`config.mk`:
```
export PLATFORM = sky130hd
export DESIGN_NAME = imem_loader
export DESIGN_NICKNAME = d
export VERILOG_FILES = /design/src/rtl/imem_loader.sv
export SDC_FILE = /design/constraint.sdc
export NUM_CORES = 1
export LEC_CHECK = 0
export BUFFER_PORTS_ARGS = -buffer_cell sky130_fd_sc_hd__buf_2
export CAP_MARGIN = 0
export CORE_MARGIN = 3
export CORE_UTILIZATION = 56
export DETAILED_ROUTE_END_ITERATION = 12
export PLACE_DENSITY_LB_ADDON = 0.15
export RECOVER_POWER = 100
export SYNTH_ARGS = -nofsm -noshare
export SYNTH_HDL_FRONTEND = slang
export SYNTH_SLANG_ARGS = --single-unit
```
`constraint.sdc`:
```
create_clock -name clk -period 2.2 [get_ports clk]
set_input_delay 0.33 -clock clk [delete_from_list [all_inputs] [get_ports clk]]
set_output_delay 0.33 -clock clk [all_outputs]
set_load 0.02 [all_outputs]
```
`src/rtl/imem_loader.sv`:
```
// Instruction-memory loader: assembles a little-endian byte stream into 32-bit
// words and writes them to sequential word addresses while holding the CPU.
//
//   state | meaning
//   IDLE  | waiting for LoadStart, CPU free
//   RECV  | accepting bytes into the word assembly register
//   WRITE | one-cycle write strobe of the assembled word
//   DONE  | one-cycle LoadDone pulse, then back to IDLE
module imem_loader #(
    parameter int ADDR_W    = 7,
    parameter int MAX_WORDS = 82
) (
    input  logic              clk,
    input  logic              rstn,
    input  logic              LoadStart,
    input  logic [ADDR_W:0]   WordCnt,
    input  logic [7:0]        ByteIn,
    input  logic              ByteValid,
    output logic              ByteReady,
    output logic              WrEn,
    output logic [ADDR_W-1:0] WrAddr,
    output logic [31:0]       WrData,
    output logic              CpuHold,
    output logic              LoadDone
);

    typedef enum logic [1:0] {
        IDLE  = 2'd0,
        RECV  = 2'd1,
        WRITE = 2'd2,
        DONE  = 2'd3
    } state_t;

    localparam logic [ADDR_W:0] MaxWords = (ADDR_W + 1)'(MAX_WORDS);

    state_t            state_q;
    logic [ADDR_W:0]   n_q;
    logic [ADDR_W:0]   addr_q;
    logic [1:0]        k_q;
    logic [31:0]       asm_q;
    logic              rdy_q;
    logic              wren_q;
    logic [ADDR_W-1:0] waddr_q;
    logic [31:0]       wdata_q;
    logic              hold_q;
    logic              done_q;

    logic [ADDR_W:0]   n_start_d;
    logic [ADDR_W:0]   addr_inc_d;

    // Address kept one bit wider than WrAddr so a full 2^ADDR_W load terminates.
    assign n_start_d  = (WordCnt > MaxWords) ? MaxWords : WordCnt;
    assign addr_inc_d = addr_q + (ADDR_W + 1)'(1);

    always_ff @(posedge clk or negedge rstn) begin
        if (!rstn) begin
            state_q <= IDLE;
            n_q     <= '0;
            addr_q  <= '0;
            k_q     <= 2'd0;
            asm_q   <= '0;
            rdy_q   <= 1'b0;
            wren_q  <= 1'b0;
            waddr_q <= '0;
            wdata_q <= '0;
            hold_q  <= 1'b0;
            done_q  <= 1'b0;
        end else begin
            wren_q <= 1'b0;
            done_q <= 1'b0;
            case (state_q)
                IDLE: begin
                    if (LoadStart) begin
                        n_q    <= n_start_d;
                        addr_q <= '0;
                        k_q    <= 2'd0;
                        hold_q <= 1'b1;
                        if (n_start_d == '0) begin
                            state_q <= DONE;
                            done_q  <= 1'b1;
                        end else begin
                            state_q <= RECV;
                            rdy_q   <= 1'b1;
                        end
                    end
                end
                RECV: begin
                    if (ByteValid) begin
                        asm_q[{k_q, 3'b000} +: 8] <= ByteIn;
                        k_q <= k_q + 2'd1;
                        if (k_q == 2'd3) begin
                            state_q <= WRITE;
                            rdy_q   <= 1'b0;
                            wren_q  <= 1'b1;
                            waddr_q <= addr_q[ADDR_W-1:0];
                            wdata_q <= {ByteIn, asm_q[23:0]};
                        end
                    end
                end
                WRITE: begin
                    addr_q <= addr_inc_d;
                    if (addr_inc_d == n_q) begin
                        state_q <= DONE;
                        done_q  <= 1'b1;
                    end else begin
                        state_q <= RECV;
                        rdy_q   <= 1'b1;
                    end
                end
                DONE: begin
                    state_q <= IDLE;
                    hold_q  <= 1'b0;
                end
                default: begin
                    state_q <= IDLE;
                    rdy_q   <= 1'b0;
                    hold_q  <= 1'b0;
                end
            endcase
        end
    end

    assign ByteReady = rdy_q;
    assign WrEn      = wren_q;
    assign WrAddr    = waddr_q;
    assign WrData    = wdata_q;
    assign CpuHold   = hold_q;
    assign LoadDone  = done_q;

endmodule

```
# After elaboration in Yosys (flattened, before gate mapping)
# Cells that the tools add are included.
word_totals:
  regBits: 95
  word_cells: 69
classes:
  add_sub_neg: 3
  n_lt_le_gt_ge: 1
  eq_ne: 10
  shifts: 2
  mux: 28
  reduce_logical: 14
ops:
  columns: ["operator", "n"]
  rows:
  - ["bitwise mux 32 bit", 1]
  - ["variable shift 8 x 7 -> 32 bit, first input constant", 1]
  - ["indexed part select 8 x 7 -> 32 bit", 1]
  - ["2-to-1 mux 8 bit", 2]
  - ["one-hot mux 8 bit (2 select lines)", 1]
  - ["2-to-1 mux 2 bit", 7]
  - ["2-to-1 mux 1 bit", 12]
  - ["inequality test 2 bit, second input constant", 5]
  - ["AND reduction 3 bit", 3]
  - ["adder 8 x 1 -> 8 bit, second input constant", 1]
  - ["== test 8 bit", 1]
  - ["> comparator 8 x 7 -> 1 bit, second input constant", 1]
  - ["zero test 8 bit", 1]
  - ["one-hot mux 2 bit (4 select lines)", 1]
  - ["AND reduction 2 bit", 4]
  - ["negation 5 -> 7 bit", 1]
  - ["== test 2 bit, second input constant", 3]
  - ["AND reduction 6 bit", 1]
  - ["nonzero test 2 bit", 3]
  - ["one-hot mux 1 bit (2 select lines)", 2]
  - ["one-hot mux 2 bit (2 select lines)", 1]
  - ["one-hot mux 1 bit (3 select lines)", 1]
  - ["nonzero test 3 bit", 1]
  - ["adder 2 x 1 -> 2 bit, second input constant", 1]
  - ["2 further kinds", 2]

# Logic depth before layout (Yosys ltp)
# Gate-level depths: netlist (run 1).
depth:
  depth_word: 6
  ltp_mapped: 8
  depth_no_buf: 6

# Worst setup path before layout (run 1)
# No wires, ideal clock.
synth_path:
  kind: "register to register"
  start: "register addr_q[0]"
  end: "register rdy_q, in the netlist ByteReady"
  t_arrival_ns: 1.605
  slack_ns: 0.477
  stages_incl_launch_ff: 7
  period_less_slack_ns: 1.723
  cell_sequence: "dfrtp_1 -> ha_1 -> xnor2_1 -> xnor2_1 -> a2111oi_4 -> nand3_1 -> o21a_1"
synth_via:
  elab_chain_len: 4
synth_rtl:
  columns: ["item", "line_no", "text"]
  rows:
  - ["from (decl)", "38", "logic [ADDR_W:0] addr_q;"]
  - ["from (signal assigned)", "101", "addr_q <= addr_inc_d;"]
  - ["adder 8 x 1 -> 8 bit", "53", "assign addr_inc_d = addr_q + (ADDR_W + 1)'(1);"]
  - ["== test 8 bit", "102", "if (addr_inc_d == n_q) begin"]
  - ["inequality test 2 bit (no source line)", null, null]
  - ["AND reduction 6 bit (no source line)", null, null]
  - ["to (signal assigned)", "62", "rdy_q <= 1'b0;"]
  - ["to (signal assigned)", "107", "rdy_q <= 1'b1;"]
  - ["to (signal assigned)", "116", "rdy_q <= 1'b0;"]
  - ["to (decl)", "41", "logic rdy_q;"]
# No other way between the ends.
# A chain may end at the register's enable or synchronous reset.

# Worst setup path after layout (run 1)
# Same ends and word-level chain as after synthesis.

==> results of run 1 <==
[flip-flops by register name, summed over array words and instances, names as in the netlist]
name,flops
n_q,8
addr_q,8
WrData,32
state_q,2
LoadDone,1
ByteReady,1
CpuHold,1
WrEn,1
asm_q,24
k_q,2
WrAddr,7
[repair_timing]
action | 4_1_cts | 5_1_grt
endpoints found under the setup margin | 0 | 0
resized for setup | 0 | 0
hold buffers | 1 | 0
endpoints found under the hold margin | 31 | 0
[routing by layer]
metal | vias to the layer above | global-route usage [%] | wire length (um)
li1 | 1528 | - | -
met1 | 1394 | 31.55 | 4066
met2 | 84 | 32.89 | 3729
met3 | 5 | 3.756 | 549
met4 | 0 | 7.024 | 57
met5 | - | 0 | 0
[cells in the mapped netlist, drive strengths merged (2+ instances only)]
| cell | n | area (um2) |
|---|---|---|
| nand3 | 12 | 60.06 |
| xor2 | 4 | 42.55 |
| dfrtp | 87 | 2177 |
| nor2 | 10 | 37.54 |
| xnor2 | 6 | 60.06 |
| o21ai | 40 | 204.0 |
| clkbuf | 6 | 32.53 |
| and3 | 5 | 32.53 |
| a22o | 9 | 80.08 |
| buf | 13 | 106.4 |
| nand4 | 3 | 18.77 |
| inv | 7 | 26.27 |
| a21oi | 8 | 40.04 |
| mux2i | 2 | 20.02 |
| nor2b | 2 | 12.51 |
| ha | 6 | 75.07 |
| o31ai | 2 | 15.01 |
| nor3 | 4 | 25.02 |
| o211ai | 2 | 15.01 |
| nand2 | 183 | 694.4 |
| a31oi | 2 | 12.51 |
| nor3b | 3 | 27.52 |
[cells by family after synthesis]
| group | after synthesis | synth area share (%) |
|---|---|---|
| AOI/OAI and AO/OA | 71 | 11.51 |
| and+or+nand+nor | 225 | 23.76 |
| DFF | 87 | 55.48 |
| adders and majority gates | 6 | 1.913 |
| xor gates and xnor gates | 10 | 2.615 |
| buffers and inverters | 26 | 4.209 |
| muxes | 2 | 0.5102 |
[cells in the final DEF (no fill, tap or decap), types with 3 or more instances in the layout]
cell      netlist  routed
buf_4           4       4
nand2_1       182     182
ha_1            6       6
a22o_1          8       8
nand3_1        12      12
o21ai_0        37      38
xnor2_1         5       5
clkbuf_8        1      11
inv_1           4       7
nor2_1         10      10
and3_1          4       4
nor3_1          3       4
clkbuf_1        5      44
nand4_1         3       3
dfrtp_1        87      87
a21oi_1         8       8
xor2_1          3       3
buf_2           4      18
[critical path: cells and delay by family, from the launching register on]
kind / cells / cell delay [ns]
AOI/OAI and AO/OA: 3 / 0.63
and+or+nand+nor: 2 / 0.46
DFF: 1 / 0.48
adders and majority gates: 1 / 0.28
[how the worst max path moves through the flow]
| stage | start | to | slack, ns | cells after the start |
|---|---|---|---|---|
| 2_1_floorplan | addr_q[0] | ByteReady | 0.48 | 6 |
| 3_5_place_dp | addr_q[0] | ByteReady | 0.23 | 6 |
| 4_1_cts | addr_q[0] | ByteReady | 0.23 | 6 |
| 6_report | addr_q[0] | ByteReady | 0.24 | 6 |
| 3_3_place_gp | addr_q[0] | ByteReady | 0.32 | 6 |
| 5_1_grt | rstn | n_q[5] | 0.04 | 3 |
[power by group]
part | switching [mW] | internal, mW | total, mW
sequential | 0.400 | 2.12 | 2.52
combinational | 1.21 | 0.660 | 1.87
clock | 0.548 | 0.468 | 1.02
[layout make-up]
class / instances / area [um2]
repair buffers: 71 / 332.8
multi-input cells: 314 / 1577
well taps: 93 / 116.4
inverters: 7 / 26.28
clock inverters: 4 / 28.78
clock buffers: 11 / 151.4
flip-flops and latches: 87 / 2177
fillers: 568 / 2158
[metrics by stage]
stage	std cells	utilization, %
floorplan	427	-
global placement	571	65.46
detailed placement	571	65.46
CTS	587	68.36
global route	587	67.14
finish	587	67.14
==> run_results.csv, run 1 <==
group,metric,value,unit
placement,io_buffers,62,
logic_synthesis,synth_nets,453,
power_and_ir_drop,finalPower,5.415,mW
sta,fin_crit_sh,89.02,%
logic_synthesis,syn_avg_cell_area,9.189,um2
logic_synthesis,synthArstFlopShare,100.0,%
floorplanning,start_util,59.74,%
critical_path,slowest_delay,0.48,ns
cts,cts_setup_buffers,0,
logic_synthesis,synth_seq_cells,87,
placement,dpl_cell_area,0.004299,mm2
route,detail-route-antenna-nets,0,
placement,dp_slack,0.2321,ns
floorplanning,die_area,0.008047,mm2
critical_path,reg2reg_depth,6,
floorplanning,die_h,89.71,um
min_path,whs_endpoint,"n_q[2]",
sta,rsz0062_at_grt,"no",
critical_path,cpMaxStageDelayCell,"dfrtp_1",
floorplanning,die_x,89.71,um
route,vias,3011,
sta,fmax,510.6,MHz
status,outcome,"finished, final reports clean",
cts,clk_latency,0.34,ns
critical_path,r2r_end,"ByteReady",
critical_path,worst-path-max-fanout,8,
power_and_ir_drop,p_leak,2.187,nW
min_path,hold_start,"WordCnt[2]",
critical_path,reg2reg_from,"addr_q[0]",
logic_synthesis,synth_ff_type,"dfrtp_1",
route,dr.pass1.iters,4,
cts,root_buffer,"clkbuf_8",
critical_path,rrSetupSlack,0.24,ns
layout,area_delta_synth_final,12.37,%
grt,grt_overflow,0,
sta,finalHoldViolCount,0,
floorplanning,ios,63,
grt,track_usage,21.54,%
floorplanning,core,0.006568,mm2
sta,slew_viol_final,0,
route,wl_per_cell,14.32,um
logic_synthesis,synthCells,427,
grt,antenna_found_initial,0,
layout,drive_gt1_share,10.32,%
cts,cts-buffers-inserted,9,
sta,fin_ws,0.2415,ns
cts,cts_tree,"yes",
route,drc,0,
layout,design_area,0.004409,mm2
sta,fin_hold_ws,0.2280,ns
cts,htree_num_levels,3,
route,vias_per_cell,5.129,
logic_synthesis,synth_cell_types,46,
placement,gp_congestion,0.8805,
logic_synthesis,syn_area,0.003924,mm2
critical_path,worstPathCellList,"ha_1 -> and3_1 -> a31oi_1 -> a2111oi_4 -> nand3_1 -> o21a_1",
critical_path,arrival,2.19,ns
power_and_ir_drop,power.density,1228,mW/mm2
flow_run,max_cap_viol_count,0,
cts,cts_max_path_buffers,2,
min_path,hold_path.class,"in2reg",
grt,grt_pass1_wl,14140,um
sta,fin_tns_setup,0,ns
sta,max_slew.worst_pin.slew,0.7759,ns
route,drt_iter0_drc,114,
critical_path,path_class,"reg2reg",
logic_synthesis,synth_edf_count,0,
logic_synthesis,ys_warn_count,0,
route,wl,8403,um
logic_synthesis,seq_area_frac_synth,55.48,%
critical_path,end_kind,"flip-flop",
sta,skew,0.01299,ns
sta,period_minus_slack,1.959,ns
power_and_ir_drop,irDropWorstVdd,0.7843,mV
layout,fin_nets,516,
sta,finalSetupViolations,0,
cts,cts_sinks,87,
critical_path,worstPathRequired,2.43,ns
floorplanning,rows,29,
layout,diodes,0,
min_path,holdPathStages,2,
sta,relSlewSlack,48.27,%
placement,hpwl,6005,um
grt,grt_max_degree,57,
grt,grt_pass1_vias,2860,
critical_path,crit_path_start_kind,"flip-flop",
cts,clk_pin_slew,0.08,ns
Note: power is estimated with default switching activity, not from simulation.
==> run 2: changes to the inputs <==
--- a/config.mk
+++ b/config.mk
@@ -9,8 +9,10 @@
 export CAP_MARGIN = 0
 export CORE_MARGIN = 3
-export CORE_UTILIZATION = 56
+export CORE_UTILIZATION = 58
+export CTS_BUF_LIST = sky130_fd_sc_hd__clkbuf_8
 export DETAILED_ROUTE_END_ITERATION = 12
 export PLACE_DENSITY_LB_ADDON = 0.15
 export RECOVER_POWER = 100
+export SKIP_LAST_GASP = 1
 export SYNTH_ARGS = -nofsm -noshare
 export SYNTH_HDL_FRONTEND = slang
==> constraint.sdc (replaced) <==
create_clock -name clk -period 2.2 [get_ports clk]
set_input_delay 0.33 -clock clk [delete_from_list [all_inputs] [get_ports clk]]
set_output_delay 0.33 -clock clk [all_outputs]
set_load 0.01 [all_outputs]
==> run 2 against run 1 <==
Against the previous run: core utilization increased by 1.3 points; final cell count fell by 2.6%; setup slack better by 0.0076 ns; first-iteration DRC count rose by 58%; critical path depth did not move; via count is 2.2% higher; clock-buffer cell count down 1; global-route usage rose by 2.5 points; sequential cell count unchanged; sequential power about the same; routed wire length shrank 0.39%; register-to-register slack hardly changed.
==> run_results.csv, run 2 (synthesized netlist as in run 1, its figures left out) <==
group,metric,value,unit
critical_path,rrSetupSlack,0.25,ns
layout,fin_cells,572,
floorplanning,rows,29,
floorplanning,core,0.006459,mm2
layout,diodes,0,
critical_path,worst-path-max-fanout,8,
grt,grt_pass1_vias,2946,
cts,root_buffer,"clkbuf_8",
min_path,hold_path.class,"in2reg",
floorplanning,die_x,88.25,um
layout,multi_input_area,0.001577,mm2
critical_path,path_class,"reg2reg",
sta,period_minus_slack,1.951,ns
grt,grt_max_degree,44,
min_path,hold_start,"WordCnt[2]",
floorplanning,die_h,88.25,um
critical_path,crit_buf_inv,0,
status,outcome,"finished, final reports clean",
route,wl_per_cell,14.63,um
grt,track_usage,24.06,%
cts,cts_max_path_buffers,2,
critical_path,end_kind,"flip-flop",
layout,final_common_cell,"nand2_1",
floorplanning,die_area,0.007788,mm2
sta,fin_hold_ws,0.2136,ns
critical_path,reg2reg_depth,6,
critical_path,cpMaxStageDelayCell,"dfrtp_1",
layout,nFillCells,602,
sta,fin_ws,0.2491,ns
sta,fmax,512.6,MHz
critical_path,critPathTopFamily,"compound AO/OA/AOI/OAI gates",
sta,finalSetupViolations,0,
route,vias_per_cell,5.381,
cts,cts_tree,"yes",
layout,fin_nets,517,
sta,finalHoldViolCount,0,
power_and_ir_drop,p_leak,2.196,nW
critical_path,reg2reg_from,"addr_q[0]",
critical_path,worstPathRequired,2.44,ns
grt,grt_pass1_wl,14440,um
route,detail-route-antenna-nets,0,
power_and_ir_drop,power.density,1196,mW/mm2
sta,skew,0.007152,ns
layout,final_cell_mix,"nand2_1, dfrtp_1, clkbuf_1",
placement,hpwl,5904,um
min_path,holdPathStages,2,
cts,htree_num_levels,3,
placement,dpl.cell_count,556,
min_path,whs_endpoint,"n_q[2]",
sta,fin_tns_setup,0,ns
sta,relSlewSlack,17.28,%
sta,fin_crit_sh,88.68,%
placement,gp_congestion,0.8526,
cts,cts_resized,0,
critical_path,slowest_delay,0.49,ns
sta,max_slew.worst_pin.slew,1.241,ns
floorplanning,start_util,60.75,%
grt,antenna_found_initial,0,
floorplanning,ios,63,
route,vias,3078,
critical_path,arrival,2.20,ns
sta,rsz0062_at_grt,"no",
flow_run,max_cap_viol_count,0,
critical_path,worstPathCellList,"ha_1 -> and3_1 -> a31oi_1 -> a2111oi_4 -> nand3_1 -> o21a_1",
cts,cts-buffers-inserted,9,
cts,cts_sinks,87,
sta,slew_viol_final,0,
critical_path,r2r_end,"ByteReady",
layout,drive_gt1_share,9.697,%
route,wl,8370,um
cts,clk_pin_slew,0.08,ns
route,drc,0,
power_and_ir_drop,irDropWorstVdd,0.6063,mV
layout,largest_register_ffs,32,
layout,register_area,0.002177,mm2
route,dr.pass1.iters,4,
power_and_ir_drop,finalPower,5.285,mW
placement,io_buffers,62,
route,drt_iter0_drc,180,
critical_path,crit_path_start_kind,"flip-flop",
grt,grt_overflow,0,
layout,area_delta_synth_final,12.60,%
placement,dp_slack,0.2883,ns
critical_path,cp-startpoint,"addr_q[0]",
cts,clk_latency,0.35,ns
[run 2: cell count changes in the layout (fill, tap and decap cells not counted), sizes merged]
| cell | delta |
|---|---|
| buf | +1 |
| bufinv | +1 |
| clkbuf | -1 |
| clkinv | -1 |
| inv | +1 |
[run 2: worst max-delay path by stage]
stage	cells past startpoint	end	slack [ns]
5_1_grt	7	WrAddr[0]	0.1
2_1_floorplan	6	ByteReady	0.48
3_3_place_gp	6	ByteReady	0.33
3_5_place_dp	6	ByteReady	0.29
4_1_cts	6	ByteReady	0.26
6_report	6	ByteReady	0.25
[run 2: final cells by class]
cell class | count | area share [%]
Sequential cell | 87 | 49.28
Multi-Input combinational cell | 314 | 35.68
Timing Repair Buffer | 72 | 7.845
Clock buffer | 10 | 3.115
Tap cell | 77 | 2.181
Clock inverter | 5 | 1.303
Inverter | 7 | 0.5947
[run 2: report_power, final]
group          internal [mW]  total, mW  switching, mW  leakage (nW)
logic                  0.643       1.66           1.01         0.930
clock network          0.550       1.10          0.553        0.0962
registers               2.12       2.53          0.404          1.17
total                   3.32       5.29           1.97          2.20
[run 2: through the flow]
| step | instance area (um2) | util (%) |
|---|---|---|
| final | 4418 | 68.40 |
| after global routing | 4418 | 68.40 |
| after CTS | 4492 | 69.55 |
| after detailed placement | 4287 | 66.37 |
| after global placement | 4287 | 66.37 |
| after floorplan | 3924 | - |
[run 2: repair_timing]
action	in CTS	in global routing
hold endpoints to repair	20	0
hold buffers	1	0
setup buffers	0	0
[run 2: per-layer routing]
metal / up-vias / track usage, % / routed length, um
li1: 1534 / - / -
met1: 1455 / 36.20 / 4051
met2: 77 / 35.28 / 3674
met3: 12 / 3.724 / 510
met4: 0 / 9.341 / 133
met5: - / 0 / 0
==> run 3: changes to the inputs <==
Settings changed: ABC_AREA set to 1, CORE_MARGIN 3 to not set, TNS_END_PERCENT set to 10.
==> run 3 against run 2 <==
Against the previous run: largest cell class unchanged; critical endpoint is now asm_q[9]; routed wire length shrank 8.8%; sequential share of layout area grew 1.3 points; combinational power grew 4%.
==> run_results.csv, run 3 <==
group,metric,value,unit
logic_synthesis,synth_ff_type,"dfrtp_1",
min_path,holdPathStages,3,
sta,max_slew.worst_pin.slew,1.310,ns
logic_synthesis,syn_avg_cell_area,8.865,um2
layout,area_delta_synth_final,14.55,%
layout,fin_nets,514,
grt,grt_max_degree,55,
sta,fmax,551.8,MHz
floorplanning,die_area,0.006806,mm2
cts,clk_pin_slew,0.08,ns
logic_synthesis,netlist_top_cells_count,"nand2_1, dfrtp_1, inv_1, o21ai_0, nand3_1",
sta,skew,0.008079,ns
logic_synthesis,syn_area,0.003759,mm2
route,vias,2953,
route,wl_per_cell,13.44,um
grt,grt_pass1_wl,12300,um
layout,diodes,0,
cts,root_buffer,"clkbuf_8",
sta,period_minus_slack,1.812,ns
logic_synthesis,synth_nets,450,
logic_synthesis,ys_warn_count,0,
grt,antenna_found_initial,0,
logic_synthesis,ys_top_cells_by_area,"dfrtp_1, nand2_1, o21ai_0, inv_1, nand3_1",
cts,cts_resized,0,
critical_path,rrSetupSlack,0.39,ns
cts,cts_setup_buffers,0,
cts,htree_num_levels,3,
sta,fin_tns_setup,0,ns
min_path,whs_endpoint,"n_q[2]",
sta,rsz0062_at_grt,"no",
grt,grt_overflow,0,
logic_synthesis,synth_edf_count,0,
floorplanning,rows,28,
layout,largest_register_ffs,32,
critical_path,reg2reg_depth,5,
flow_run,max_cap_viol_count,0,
route,drt_iter0_drc,201,
critical_path,slowest_delay,0.54,ns
sta,slew_viol_final,0,
route,wl,7632,um
power_and_ir_drop,power.density,1273,mW/mm2
critical_path,end_kind,"flip-flop",
sta,finalSetupViolations,0,
cts,cts_max_path_buffers,2,
route,drc,0,
sta,fin_hold_ws,0.2026,ns
layout,nFillCells,521,
floorplanning,start_util,61.66,%
cts,cts-buffers-inserted,9,
cts,cts_tree,"yes",
route,detail-route-antenna-nets,0,
logic_synthesis,yosysTopAreaCellShare,57.92,%
cts,postCtsHoldBufs,0,
route,dr.pass1.iters,4,
sta,finalHoldViolCount,0,
placement,hpwl,5405,um
logic_synthesis,synthArstFlopShare,100.0,%
route,vias_per_cell,5.199,
sta,fin_crit_sh,82.38,%
floorplanning,die_h,82.50,um
power_and_ir_drop,irDropWorstVdd,0.7155,mV
critical_path,arrival,2.08,ns
floorplanning,ios,63,
placement,io_buffers,62,
critical_path,crit_path_start_kind,"flip-flop",
floorplanning,die_x,82.50,um
logic_synthesis,seq_area_frac_synth,57.92,%
cts,clk_latency,0.35,ns
status,outcome,"finished, final reports clean",
power_and_ir_drop,p_leak,2.056,nW
min_path,hold_path.class,"in2reg",
critical_path,path_class,"reg2reg",
logic_synthesis,synth_most_common_cell,"nand2_1",
layout,final_common_cell,"nand2_1",
cts,cts_sinks,87,
critical_path,worstPathCellList,"inv_1 -> ha_1 -> clkbuf_1 -> nand4_1 -> o21ai_0",
min_path,hold_start,"WordCnt[2]",
layout,final_cell_mix,"nand2_1, dfrtp_1, o21ai_0",
logic_synthesis,synthCells,424,
logic_synthesis,yosysTopAreaCell,"dfrtp_1",
logic_synthesis,synth_cell_types,24,
critical_path,reg2reg_from,"k_q[0]",
logic_synthesis,synth_seq_cells,87,
grt,track_usage,24.87,%
layout,drive_gt1_share,9.331,%
critical_path,cpMaxStageDelayCell,"clkbuf_1",
critical_path,worstPathRequired,2.47,ns
sta,relSlewSlack,12.66,%
floorplanning,core,0.006096,mm2
grt,grt_pass1_vias,2630,
placement,gp_congestion,0.8957,
critical_path,r2r_end,"asm_q[9]",
critical_path,worst-path-max-fanout,17,
-- run 3: logic make-up after synthesis --
kind of cell | after synthesis | synth area share, %
flip-flops | 87 | 57.92
XOR/XNOR | 1 | 0.2331
buffers and inverters | 74 | 7.789
AO/OA/AOI/OAI | 73 | 10.15
AND/OR/NAND/NOR | 183 | 21.90
adder cells (fa/ha/maj) | 6 | 1.997
-- run 3: area by class of cell --
type,instances,area (um2),share of cell area [%]
flip-flops and latches,87,2177,50.57
multi-input cells,263,1284,29.82
repair buffers,67,294.0,6.829
inverters,60,225.2,5.231
clock buffers,11,151.4,3.516
well taps,75,93.84,2.180
clock inverters,5,80.08,1.860
-- run 3: worst max-delay path by stage --
stage	from	end	slack [ns]	cells after the start
floorplan	k_q[0]	asm_q[11]	0.64	6
global placement	addr_q[0]	ByteReady	0.59	10
detailed placement	addr_q[0]	ByteReady	0.48	10
CTS	addr_q[0]	ByteReady	0.47	10
global route	addr_q[0]	ByteReady	0.15	10
finish	k_q[0]	asm_q[9]	0.39	5
-- run 3: metal layers --
metal	vias to the layer above	GRT usage (%)	part of all wire (%)
li1	1503	-	-
met1	1353	36.64	49
met3	14	5.165	5.8
met5	-	0	0
met4	0	9.655	1.5
met2	83	36.12	44
-- run 3: metrics by stage --
stage | setup slack [ns] | power, mW | instances | utilization [%] | cell area [um2]
after floorplan | 0.6357 | 3.681 | 424 | - | 3759
after global placement | 0.5937 | 4.269 | 552 | 68.04 | 4148
after detailed placement | 0.4850 | 4.347 | 552 | 68.04 | 4148
after CTS | 0.4675 | 5.593 | 568 | 71.84 | 4379
after global routing | 0.1451 | 5.908 | 568 | 70.63 | 4305
final | 0.3876 | 5.481 | 568 | 70.63 | 4305
-- run 3: critical path: cells and delay by family (launching register included) --
family                     cells  cell delay (ns)
buffers and inverters          2             0.67
AOI/OAI and AO/OA              1             0.12
and+or+nand+nor                1             0.17
DFF                            1             0.46
adders and majority gates      1             0.31
-- run 3: power breakdown --
| group | internal (mW) | total [mW] | switching (mW) |
|---|---|---|---|
| clock | 0.699 | 1.25 | 0.551 |
| sequential | 2.19 | 2.50 | 0.314 |
| combinational | 0.549 | 1.73 | 1.18 |
| total | 3.44 | 5.48 | 2.04 |
